## config.mk

```make
export PLATFORM = sky130hd
export DESIGN_NAME = tx_cfg_commit_sched
export DESIGN_NICKNAME = d
export VERILOG_FILES = /design/src/rtl/tx_cfg_commit_sched.sv
export SDC_FILE = /design/constraint.sdc
export NUM_CORES = 1
export LEC_CHECK = 0
export CAP_MARGIN = 5
export CORE_MARGIN = 4
export CORE_UTILIZATION = 52
export CTS_CLUSTER_SIZE = 8
export DETAILED_ROUTE_END_ITERATION = 10
export HOLD_SLACK_MARGIN = 0.08
export MAX_ROUTING_LAYER = met4
export PLACE_DENSITY = 0.92
export SETUP_SLACK_MARGIN = 0.15
export SLEW_MARGIN = 20
export SYNTH_ARGS = -nofsm -noshare
export SYNTH_HDL_FRONTEND = slang
export SYNTH_SLANG_ARGS = --single-unit
```

## constraint.sdc

```tcl
create_clock -name clk_xgmii_tx -period 4.8 [get_ports clk_xgmii_tx]
set_clock_uncertainty 0.15 [all_clocks]
set_input_delay 1.2 -clock clk_xgmii_tx [delete_from_list [all_inputs] [get_ports clk_xgmii_tx]]
set_output_delay 1.2 -clock clk_xgmii_tx [all_outputs]
set_load 0.01 [all_outputs]
```

## src/rtl/tx_cfg_commit_sched.sv

```systemverilog
// tx_cfg_commit_sched
//
// Transmit-side configuration commit scheduler for the clk_xgmii_tx domain.
// Already-synchronized configuration bits are filtered for stability. An
// accepted value is applied to the TX datapath only at a frame boundary.
// While an update waits for that boundary, new start-of-frame grants are
// withheld, so a frame never sees its configuration change while it is in
// flight.
//
// Ports:
//   clk_xgmii_tx    in   XGMII TX clock; all logic uses its rising edge
//   reset_xgmii_tx  in   asynchronous, active-high reset
//   cfg_in          in   synchronized configuration [DWIDTH-1:0]
//   frame_busy      in   TX datapath is mid-frame
//   sof_req         in   TX datapath requests to start a new frame
//   sof_gnt         out  permission to start the frame (combinational)
//   cfg_out         out  committed configuration (registered)
//   cfg_update      out  one-cycle pulse when cfg_out changes (registered)
//   cfg_pending     out  a change is being filtered or awaits commit (comb.)
//   update_cnt      out  saturating count of commits (registered)
//   o_dbg_state     out  current FSM state, for debug and checkers
//
// Parameters:
//   DWIDTH         number of configuration bits
//   STABLE_CYCLES  consecutive edges a new value must hold (minimum 2)
//   CNT_WIDTH      width of update_cnt
//   RESET_CFG      value of cfg_out while in reset
module tx_cfg_commit_sched #(
    parameter int                DWIDTH        = 4,
    parameter int                STABLE_CYCLES = 3,
    parameter int                CNT_WIDTH     = 8,
    parameter logic [DWIDTH-1:0] RESET_CFG     = '0
) (
    input  logic                 clk_xgmii_tx,
    input  logic                 reset_xgmii_tx,
    input  logic [DWIDTH-1:0]    cfg_in,
    input  logic                 frame_busy,
    input  logic                 sof_req,
    output logic                 sof_gnt,
    output logic [DWIDTH-1:0]    cfg_out,
    output logic                 cfg_update,
    output logic                 cfg_pending,
    output logic [CNT_WIDTH-1:0] update_cnt,
    output logic [1:0]           o_dbg_state
);

    localparam int SW = $clog2(STABLE_CYCLES + 1);
    // stab_cnt value on which the next matching sample makes the value stable.
    localparam logic [SW-1:0] STAB_LAST = SW'(STABLE_CYCLES - 1);

    typedef enum logic [1:0] {
        ST_IDLE      = 2'd0,
        ST_FILTER    = 2'd1,
        ST_WAIT_IDLE = 2'd2,
        ST_COMMIT    = 2'd3
    } state_t;

    state_t                r_state;
    logic [DWIDTH-1:0]     r_shadow;
    logic [SW-1:0]         r_stab_cnt;
    logic [DWIDTH-1:0]     r_cfg_out;
    logic                  r_cfg_update;
    logic [CNT_WIDTH-1:0]  r_update_cnt;

    logic                  w_in_eq_out;
    logic                  w_in_eq_shadow;

    assign w_in_eq_out    = (cfg_in == r_cfg_out);
    assign w_in_eq_shadow = (cfg_in == r_shadow);

    always_ff @(posedge clk_xgmii_tx or posedge reset_xgmii_tx) begin
        if (reset_xgmii_tx) begin
            r_state      <= ST_IDLE;
            r_shadow     <= RESET_CFG;
            r_stab_cnt   <= '0;
            r_cfg_out    <= RESET_CFG;
            r_cfg_update <= 1'b0;
            r_update_cnt <= '0;
        end else begin
            // The update strobe is only ever high for the single commit edge.
            r_cfg_update <= 1'b0;
            case (r_state)
                ST_IDLE: begin
                    if (!w_in_eq_out) begin
                        r_shadow   <= cfg_in;
                        r_stab_cnt <= SW'(1);
                        r_state    <= ST_FILTER;
                    end
                end
                ST_FILTER: begin
                    if (w_in_eq_out) begin
                        // Input reverted to the committed value: nothing to do.
                        r_state <= ST_IDLE;
                    end else if (!w_in_eq_shadow) begin
                        r_shadow   <= cfg_in;
                        r_stab_cnt <= SW'(1);
                    end else if (r_stab_cnt == STAB_LAST) begin
                        r_state <= ST_WAIT_IDLE;
                    end else begin
                        r_stab_cnt <= r_stab_cnt + 1'b1;
                    end
                end
                ST_WAIT_IDLE: begin
                    if (w_in_eq_out) begin
                        r_state <= ST_IDLE;
                    end else if (!w_in_eq_shadow) begin
                        // A new value must earn stability from scratch.
                        r_shadow   <= cfg_in;
                        r_stab_cnt <= SW'(1);
                        r_state    <= ST_FILTER;
                    end else if (!frame_busy) begin
                        r_state <= ST_COMMIT;
                    end
                end
                ST_COMMIT: begin
                    // cfg_in is deliberately not looked at on this edge.
                    r_cfg_out    <= r_shadow;
                    r_cfg_update <= 1'b1;
                    if (r_update_cnt != {CNT_WIDTH{1'b1}}) begin
                        r_update_cnt <= r_update_cnt + 1'b1;
                    end
                    r_state <= ST_IDLE;
                end
                default: r_state <= ST_IDLE;
            endcase
        end
    end

    // Grants are blocked once a stable value is waiting for the frame
    // boundary. This keeps a new frame from starting ahead of the commit.
    assign sof_gnt     = sof_req & ((r_state == ST_IDLE) | (r_state == ST_FILTER));
    assign cfg_pending = (r_state != ST_IDLE);
    assign cfg_out     = r_cfg_out;
    assign cfg_update  = r_cfg_update;
    assign update_cnt  = r_update_cnt;
    assign o_dbg_state = r_state;

endmodule
```

==> reports/qor.json, run 1 <==
{
  "status": {
    "status": "completed"
  },
  "timing": {
    "setup_viol_count_final": 0,
    "number_of_pins_with_negative_max_slew_slack_in_the_final_report": 0,
    "worst-slew-pin-transition_ps": 771,
    "maxClockFrequency_mhz": 274,
    "slew-limit-headroom_pct": 48.6,
    "holdWs_ps": 343,
    "final.setup.tns_ps": 0,
    "fin_crit_ps": 3640,
    "report.final.hold_viol_count": 0,
    "min_period_over_period_pct": 75.9,
    "grt_setup_unrepaired": "no"
  },
  "grt": {
    "first_global_vias": 823,
    "antenna_violations_before_repair": 0,
    "sum_of_overflow_across_all_layers_after_global_routing": 0,
    "grt_use_total_pct": 17.7,
    "grt_first_pass_wirelength_um": 3640,
    "largest_net_degree_at_the_start_of_global_routing": 22
  },
  "yosys": {
    "synthesis.yosys.warnings": 0,
    "synthDistinctLibCells": 30,
    "synth.net_count": 107,
    "asyncSetResetFlopFracSynth_pct": 100,
    "synth.cell_area_um2": 1110,
    "synth_seq_cells": 21,
    "synth-main-ff-cell": "dfrtp_1",
    "synth-edff-count": 0,
    "synth-seq-area-share_pct": 47.2,
    "post_synth.cell_area_avg_um2": 12.0,
    "syn-instance-count": 93
  },
  "route": {
    "initialDrtViolationCount": 8,
    "detail_route.vias_per_cell": 5.43,
    "detail_route.wl_per_cell_um": 13.8,
    "detailedRoute.firstPassIterationCount": 4,
    "drcViolationCount": 0,
    "detail-route-antenna-nets": 0,
    "totalWireLength_um": 2040,
    "dr_total_vias": 803
  },
  "layout": {
    "layout-drive-gt1-share_pct": 15.7,
    "finalNetCount": 136,
    "antennaDiodeCount": 0,
    "area.growth.synth_to_final_pct": 27.0,
    "fillers": 139,
    "fin_cells": 148
  },
  "power": {
    "power.leakage_nw": 0.641,
    "power_uw": 856,
    "power.ir.vdd_worst_uv": 376,
    "power_density_nw_per_um2": 605
  },
  "die": {
    "number_of_top_level_design_ports": 25,
    "floorplan.die.width_um": 54.3,
    "initial_utilization_pct": 55.6,
    "die-height_um": 54.3,
    "floorplan.die_area_um2": 2950,
    "core_area_um2": 2000,
    "floorplan.rows": 16
  },
  "min_path": {
    "hold_path_startpoint": "r_stab_cnt[1]",
    "worstHoldPathType": "reg -> reg",
    "whs_endpoint": "r_stab_cnt[1]",
    "cell_depth_of_the_worst_hold_path": 1
  },
  "setup_path": {
    "cp_data_required_time_ps": 3450,
    "chain_of_cells_forming_the_critical_path": "clkdlybuf4s50_1, o21a_1, clkdlybuf4s50_1",
    "r2r_cells": 5,
    "setup.worst_path.class": "in -> out",
    "cp.buffers_inverters": 2,
    "worstPathMaxFanout": 1,
    "cp_common_cell": "clkdlybuf4s50_1",
    "worst_r2r_endpoint": "o_dbg_state[1]",
    "crit_path_top_delay_cell": "clkdlybuf4s50_1",
    "arrival_ps": 2290,
    "critical_path.startpoint_type": "primary input",
    "critPathTopFamily": "buffers and inverters",
    "timing.reg2reg.setup_slack_ps": 2840,
    "setup.worst_path.end_class": "output port",
    "reg2reg_from": "r_shadow[1]",
    "timing.critical_path.slowest_cell_delay_ps": 530
  },
  "clock_tree": {
    "cts_buffer_depth": 2,
    "postCtsSetupRepairBufs": 0,
    "clkTransAtPathRegs_ps": 110,
    "cts_root_buf": "clkbuf_4",
    "clk_latency_ps": 290,
    "cts_buf_count": 3,
    "cts_hold_buf": 0,
    "clock_tree_from_tritoncts": "yes",
    "ctsResizeCount": 0,
    "numClockSinks": 21,
    "cts_htree_levels": 1
  },
  "placement": {
    "place_congestion": 0.776,
    "detailed_place_hpwl_um": 1580,
    "dp_cells": 144,
    "placement.io_buffers": 24
  },
  "flow_run": {
    "cap_violations": 0
  }
}
flip-flops by register name, indices dropped and copies added (netlist names):
signal,cells
o_dbg_state,2
update_cnt,8
cfg_out,4
r_shadow,4
r_stab_cnt,2
cfg_update,1
layer usage:
layer | wire, µm | track usage, %
met5 | 0 | -
met4 | 23 | 6.22
met3 | 63 | 1.63
met2 | 1040 | 30.1
met1 | 920 | 22.0
cells in the final DEF (no fill, tap or decap), types with 2 or more instances in the layout:
cell / count
clkdlybuf4s50_1: 24
dfrtp_1: 21
xor2_1: 13
mux2_2: 9
inv_1: 7
ha_1: 6
nor2_1: 4
nand3_1: 4
clkbuf_4: 3
nor4_4: 2
nand4_1: 2
o21ai_1: 2
nor3_1: 2
a31oi_1: 2
xnor2_1: 2
worst reg2reg max path, delay by kind of cell (launching register included):
family,cells,cell delay [ps]
xor+xnor,1,200
simple gates,1,540
compound gates,3,520
flops,1,420
per-stage QoR:
stage,worst slack [ps],util [%],cell area (µm²)
finish,1160,70.6,1410
global route,1120,70.6,1410
CTS,1150,70.6,1410
detailed placement,1160,69.3,1390
global placement,1170,69.3,1390
floorplan,2110,-,1110
cells by family (layout without fill, tap and decap cells):
| kind of cell | Yosys count | count (layout) | share of synthesized area (%) |
|---|---|---|---|
| flops | 21 | 21 | 47.2 |
| fa+ha+maj | 6 | 6 | 6.74 |
| simple gates | 19 | 19 | 11.9 |
| xor+xnor | 15 | 15 | 11.8 |
| compound gates | 16 | 16 | 10.9 |
| buf+inv | 7 | 35 | 2.36 |
| mux | 9 | 9 | 9.10 |
worst max path at each step:
stage / from / end / slack, ps / cells after the start
3_3_place_gp: sof_req / sof_gnt / 1170 / 3
6_report: sof_req / sof_gnt / 1160 / 3
4_1_cts: sof_req / sof_gnt / 1150 / 3
2_1_floorplan: sof_req / sof_gnt / 2110 / 1
3_5_place_dp: sof_req / sof_gnt / 1160 / 3
5_1_grt: sof_req / sof_gnt / 1120 / 3
layout make-up:
cell class	count	area [µm²]	share of cell area, %
inverters	7	26.3	1.86
repair buffers	24	240	17.0
clock buffers	4	26.3	1.86
well taps	27	33.8	2.39
flip-flops and latches	21	526	37.2
multi-input cells	65	562	39.7
where the power goes:
part / leakage [nW] / switching [mW] / internal (mW)
sequential: 0.260 / 0.0677 / 0.246
clock: 0.0150 / 0.0490 / 0.0323
combinational: 0.366 / 0.212 / 0.249
total: 0.641 / 0.329 / 0.527
Yosys cell counts (2+ instances only):
cell type | number | share of area (%)
inv_1 | 7 | 2.4
nand4_1 | 2 | 1.1
dfrtp_1 | 21 | 47
xnor2_1 | 2 | 1.6
nand3_1 | 4 | 1.8
ha_1 | 6 | 6.7
mux2_2 | 9 | 9.1
o21ai_1 | 2 | 0.90
a31oi_1 | 2 | 1.1
xor2_1 | 13 | 10
nor3_1 | 2 | 0.90
nor4_4 | 2 | 3.8
nor2_1 | 4 | 1.3
Note: power is estimated with default switching activity, not from simulation.
==> run 2, diff against run 1 <==
--- a/config.mk
+++ b/config.mk
@@ -7,12 +7,12 @@
 export LEC_CHECK = 0
 export CAP_MARGIN = 5
 export CORE_MARGIN = 4
-export CORE_UTILIZATION = 52
+export CORE_UTILIZATION = 49
 export CTS_CLUSTER_SIZE = 8
 export DETAILED_ROUTE_END_ITERATION = 10
 export HOLD_SLACK_MARGIN = 0.08
 export MAX_ROUTING_LAYER = met4
-export PLACE_DENSITY = 0.92
+export PLACE_DENSITY = 0.88
 export SETUP_SLACK_MARGIN = 0.15
 export SLEW_MARGIN = 20
 export SYNTH_ARGS = -nofsm -noshare
==> constraint.sdc (replaced) <==
create_clock -name clk_xgmii_tx -period 3.65 [get_ports clk_xgmii_tx]
set_clock_uncertainty 0.15 [all_clocks]
set_input_delay 0.9125 -clock clk_xgmii_tx [delete_from_list [all_inputs] [get_ports clk_xgmii_tx]]
set_output_delay 0.9125 -clock clk_xgmii_tx [all_outputs]
set_load 0.01 [all_outputs]
==> run 2 against run 1 <==
  * Combinational power rose by 32%
  * Die area up 5.2%
  * Critical endpoint unchanged
  * First-iteration DRC count fell by 13%
  * Critical path type unchanged
  * Global-route usage fell by 2.2 points
  * Setup slack got worse by 580 ps
  * Clock power grew 36%
  * Non-clock buffer count is the same
  * Sequential share of layout area is the same
  * Hold slack gained 3.9 ps
  * Critical path depth unchanged
  * Cell area stayed put
  * Cell count did not move
==> reports/qor.json, run 2 (same netlist as run 1, synthesis figures left out) <==
{
  "clock_tree": {
    "cts_hold_buf": 0,
    "cts_root_buf": "clkbuf_4",
    "clkTransAtPathRegs_ps": 100,
    "cts_htree_levels": 1,
    "clk_latency_ps": 310,
    "ctsResizeCount": 0,
    "numClockSinks": 21,
    "clock_tree_from_tritoncts": "yes",
    "postCtsSetupRepairBufs": 0,
    "cts_buffer_depth": 2,
    "cts_buf_count": 3
  },
  "route": {
    "detailedRoute.firstPassIterationCount": 6,
    "totalWireLength_um": 2110,
    "detail_route.wl_per_cell_um": 14.2,
    "drcViolationCount": 0,
    "initialDrtViolationCount": 7,
    "detail_route.vias_per_cell": 5.52,
    "detail-route-antenna-nets": 0,
    "dr_total_vias": 817
  },
  "power": {
    "power_mw": 1.13,
    "power.ir.vdd_worst_uv": 548,
    "power.leakage_nw": 0.641,
    "power_density_nw_per_um2": 800
  },
  "setup_path": {
    "arrival_ps": 2010,
    "setup.worst_path.class": "in -> out",
    "critical_path.startpoint_type": "primary input",
    "cp_data_required_time_ps": 2590,
    "setup.worst_path.end_class": "output port",
    "worstPathMaxFanout": 1
  },
  "layout": {
    "max_reg_flops": 8,
    "layout.cells.most_common_list": "clkdlybuf4s50_1 (24), dfrtp_1 (21), xor2_1 (13)",
    "layout-drive-gt1-share_pct": 15.7,
    "finalNetCount": 136,
    "area.growth.synth_to_final_pct": 27.0,
    "antennaDiodeCount": 0,
    "mostFrequentLayoutCell": "clkdlybuf4s50_1"
  },
  "grt": {
    "grt_first_pass_wirelength_um": 3770,
    "sum_of_overflow_across_all_layers_after_global_routing": 0,
    "grt_use_total_pct": 15.5,
    "first_global_vias": 815,
    "largest_net_degree_at_the_start_of_global_routing": 22,
    "antenna_violations_before_repair": 0
  },
  "min_path": {
    "worstHoldPathType": "reg -> reg"
  },
  "placement": {
    "detailed_place_hpwl_um": 1600,
    "placement.io_buffers": 24,
    "place_congestion": 0.751
  },
  "timing": {
    "final.setup.tns_ps": 0,
    "min_period_over_period_pct": 84.2,
    "setup_viol_count_final": 0,
    "maxClockFrequency_mhz": 325,
    "slew-limit-headroom_pct": 48.8,
    "number_of_pins_with_negative_max_slew_slack_in_the_final_report": 0,
    "report.final.hold_viol_count": 0,
    "worst-slew-pin-transition_ps": 767,
    "fin_crit_ps": 3070,
    "grt_setup_unrepaired": "no"
  },
  "die": {
    "core_area_um2": 2060,
    "number_of_top_level_design_ports": 25,
    "initial_utilization_pct": 54.0,
    "floorplan.rows": 16,
    "die-height_um": 55.7,
    "floorplan.die.width_um": 55.7,
    "floorplan.die_area_um2": 3100
  },
  "status": {
    "status": "completed"
  },
  "flow_run": {
    "cap_violations": 0
  }
}
==> run 2: cell counts in the layout (fill, tap and decap cells not counted) <==
No cell type changed its count.
==> run 2: layer usage <==
| metal | vias to the layer above | global-route usage (%) | wire length (µm) |
|---|---|---|---|
| met3 | 5 | 3.71 | 92 |
| li1 | 388 | - | - |
| met5 | - | - | 0 |
| met2 | 29 | 24.2 | 1010 |
| met1 | 395 | 19.7 | 965 |
| met4 | 0 | 5.21 | 34 |
==> run 2: area by class of cell <==
| cell class | instances | area (µm²) |
|---|---|---|
| multi-input combinational | 65 | 562 |
| sequential | 21 | 526 |
| inverter | 7 | 26.3 |
| timing repair buffer | 24 | 240 |
| tap | 27 | 33.8 |
| clock buffer | 4 | 26.3 |
| fill | 159 | 648 |
==> run 2: worst paths after layout <==
check | from | end | slack (ps) | depth (start not counted)
min reg2reg | r_stab_cnt[0] | r_stab_cnt[0] | 350 | 1
min in group asynchronous | reset_xgmii_tx | cfg_out[0] | 880 | 2
max reg2reg | r_shadow[1] | o_dbg_state[1] | 1690 | 5
max | sof_req | sof_gnt | 580 | 3
min | r_stab_cnt[0] | r_stab_cnt[0] | 350 | 1
max in group asynchronous | reset_xgmii_tx | r_shadow[0] | 1990 | 2
==> run 2: critical path: stages <==
cell	delay (ps)
clkdlybuf4s50_1	460
o21a_1	110
clkdlybuf4s50_1	530
==> run 2: per-stage QoR <==
stage	instance area (µm²)	setup slack, ps	util [%]	std cells	hold WS (ps)
3_3_place_gp	1390	592	67.3	144	312
5_1_grt	1410	541	68.6	148	385
4_1_cts	1410	562	68.6	148	344
6_report	1410	576	68.6	148	346
2_1_floorplan	1110	1380	-	93	294
3_5_place_dp	1390	566	67.3	144	329
==> run 2: report_power, final <==
part	leakage, nW	switching, mW	total [mW]	internal, mW
registers	0.260	0.0890	0.412	0.323
logic	0.366	0.281	0.609	0.328
clock network	0.0150	0.0686	0.111	0.0427
total	0.641	0.439	1.13	0.693
==> run 3, diff against run 2 <==
--- a/config.mk
+++ b/config.mk
@@ -7,12 +7,12 @@
 export LEC_CHECK = 0
 export CAP_MARGIN = 5
 export CORE_MARGIN = 4
-export CORE_UTILIZATION = 49
+export CORE_UTILIZATION = 44
 export CTS_CLUSTER_SIZE = 8
 export DETAILED_ROUTE_END_ITERATION = 10
 export HOLD_SLACK_MARGIN = 0.08
 export MAX_ROUTING_LAYER = met4
-export PLACE_DENSITY = 0.88
+export PLACE_DENSITY = 0.84
 export SETUP_SLACK_MARGIN = 0.15
 export SLEW_MARGIN = 20
 export SYNTH_ARGS = -nofsm -noshare
==> constraint.sdc (replaced) <==
create_clock -name clk_xgmii_tx -period 2.77 [get_ports clk_xgmii_tx]
set_clock_uncertainty 0.15 [all_clocks]
set_input_delay 0.6925 -clock clk_xgmii_tx [delete_from_list [all_inputs] [get_ports clk_xgmii_tx]]
set_output_delay 0.6925 -clock clk_xgmii_tx [all_outputs]
set_load 0.01 [all_outputs]
==> run 3 against run 2 <==
  * Hold slack got worse by 17 ps
  * Cell count rose by 1.4%
  * Clock-buffer cell count did not move
  * Utilization fell by 7.0 points
  * Non-clock buffer count rose by 1
  * Routed wire length rose by 1.3%
  * Sequential cell count did not move
  * Power rose by 33%
  * Setup slack got worse by 310 ps
  * First-iteration DRC count rose by 43%
  * Critical path depth rose by 1
  * Critical endpoint is now cfg_pending
  * Largest power group unchanged
==> reports/qor.json, run 3 (same netlist as run 1, synthesis figures left out) <==
{
  "timing": {
    "maxClockFrequency_mhz": 400,
    "setup_viol_count_final": 0,
    "final.setup.tns_ps": 0,
    "report.final.hold_viol_count": 0,
    "worst-slew-pin-transition_ps": 754,
    "grt_setup_unrepaired": "no",
    "number_of_pins_with_negative_max_slew_slack_in_the_final_report": 0,
    "min_period_over_period_pct": 90.4,
    "slew-limit-headroom_pct": 49.7,
    "fin_crit_ps": 2500
  },
  "placement": {
    "detailed_place_hpwl_um": 1630,
    "place_congestion": 0.779,
    "placement.io_buffers": 24,
    "dp_cells": 145
  },
  "route": {
    "dr_total_vias": 811,
    "detailedRoute.firstPassIterationCount": 4,
    "detail_route.wl_per_cell_um": 14.2,
    "initialDrtViolationCount": 10,
    "totalWireLength_um": 2130,
    "detail-route-antenna-nets": 0,
    "drcViolationCount": 0,
    "detail_route.vias_per_cell": 5.41
  },
  "clock_tree": {
    "clock_tree_from_tritoncts": "yes",
    "cts_buffer_depth": 2,
    "clk_latency_ps": 290,
    "numClockSinks": 21,
    "cts_htree_levels": 1,
    "cts_root_buf": "clkbuf_4",
    "cts_buf_count": 3,
    "clkTransAtPathRegs_ps": 100
  },
  "setup_path": {
    "chain_of_cells_forming_the_critical_path": "inv_1, ha_2, inv_1, clkdlybuf4s50_1",
    "cp_data_required_time_ps": 1930,
    "startpoint": "o_dbg_state[0]",
    "cp.buffers_inverters": 3,
    "setup.worst_path.end_class": "output port",
    "timing.critical_path.slowest_cell_delay_ps": 550,
    "cp_common_cell": "inv_1",
    "arrival_ps": 1660,
    "setup.worst_path.class": "reg -> out",
    "crit_path_top_delay_cell": "clkdlybuf4s50_1",
    "reg2reg_from": "r_shadow[1]",
    "worstPathMaxFanout": 5,
    "critical_path.startpoint_type": "register",
    "critPathTopFamily": "buffers and inverters",
    "timing.reg2reg.setup_slack_ps": 810
  },
  "layout": {
    "area.growth.synth_to_final_pct": 28.2,
    "max_reg_flops": 8,
    "fillers": 203,
    "antennaDiodeCount": 0,
    "layout-drive-gt1-share_pct": 18.9,
    "mostFrequentLayoutCell": "clkdlybuf4s50_1",
    "area.sequential_um2": 527,
    "layout.cells.most_common_list": "clkdlybuf4s50_1 (23), dfrtp_1 (20), xor2_1 (13)",
    "multi_input_combinational_cell_area_um2": 567,
    "fin_cells": 150,
    "finalNetCount": 137
  },
  "power": {
    "power.leakage_nw": 0.645,
    "power_mw": 1.50,
    "power_density_nw_per_um2": 1050,
    "power.ir.vdd_worst_uv": 706
  },
  "die": {
    "number_of_top_level_design_ports": 25,
    "floorplan.die_area_um2": 3400,
    "initial_utilization_pct": 48.0,
    "die-height_um": 58.3,
    "core_area_um2": 2320,
    "floorplan.rows": 17,
    "floorplan.die.width_um": 58.3
  },
  "grt": {
    "sum_of_overflow_across_all_layers_after_global_routing": 0,
    "grt_first_pass_wirelength_um": 3630,
    "first_global_vias": 821,
    "grt_use_total_pct": 14.3,
    "largest_net_degree_at_the_start_of_global_routing": 22,
    "antenna_violations_before_repair": 0
  },
  "status": {
    "status": "completed"
  },
  "flow_run": {
    "cap_violations": 0
  },
  "min_path": {
    "worstHoldPathType": "reg -> reg",
    "hold_path_startpoint": "r_stab_cnt[0]"
  }
}
==> run 3: cell count changes in the layout (fill, tap and decap cells not counted), sizes merged <==
cell and delta:
buf +1, dlygate4sd2 +1, clkdlybuf4s50 -1
==> run 3: per-layer routing <==
| metal | share of wire [%] | track usage [%] | vias up |
|---|---|---|---|
| li1 | - | - | 392 |
| met1 | 43 | 17.4 | 395 |
| met2 | 51 | 23.4 | 22 |
| met3 | 4.8 | 3.07 | 2 |
| met4 | 0.56 | 4.97 | 0 |
| met5 | 0 | - | - |
==> run 3: path summary, 6_finish.rpt <==
path                             endpoint  cells past startpoint
max reg2reg                o_dbg_state[1]                      5
min in group asynchronous      cfg_out[3]                      2
min                         r_stab_cnt[0]                      1
max                           cfg_pending                      4
min reg2reg                 r_stab_cnt[0]                      1
max in group asynchronous  o_dbg_state[0]                      2
==> run 3: final cells by class <==
type	count	area share [%]
Clock buffer	4	1.84
Inverter	7	1.84
Multi-Input combinational cell	65	39.7
Sequential cell	21	36.9
Tap cell	28	2.45
Timing Repair Buffer	25	17.3
==> run 3: power by group <==
| part | switching (mW) | internal, mW | total [mW] |
|---|---|---|---|
| combinational | 0.379 | 0.439 | 0.818 |
| clock | 0.0852 | 0.0560 | 0.141 |
| sequential | 0.117 | 0.427 | 0.543 |
==> run 3: metrics by stage <==
stage	worst slack, ps	area [µm²]	hold slack, ps	utilization, %
5_1_grt	185	1430	367	61.6
4_1_cts	206	1430	333	61.5
6_report	267	1430	330	61.6
3_5_place_dp	51.3	1390	321	59.9
3_3_place_gp	150	1390	315	59.9
2_1_floorplan	723	1110	294	-
==> run 3: timing repair <==
item | 4_1_cts | 5_1_grt
setup buffers | 1 | 0
setup endpoints to repair | 2 | 1
hold buffers | 0 | 0
gates resized for setup | 3 | 1
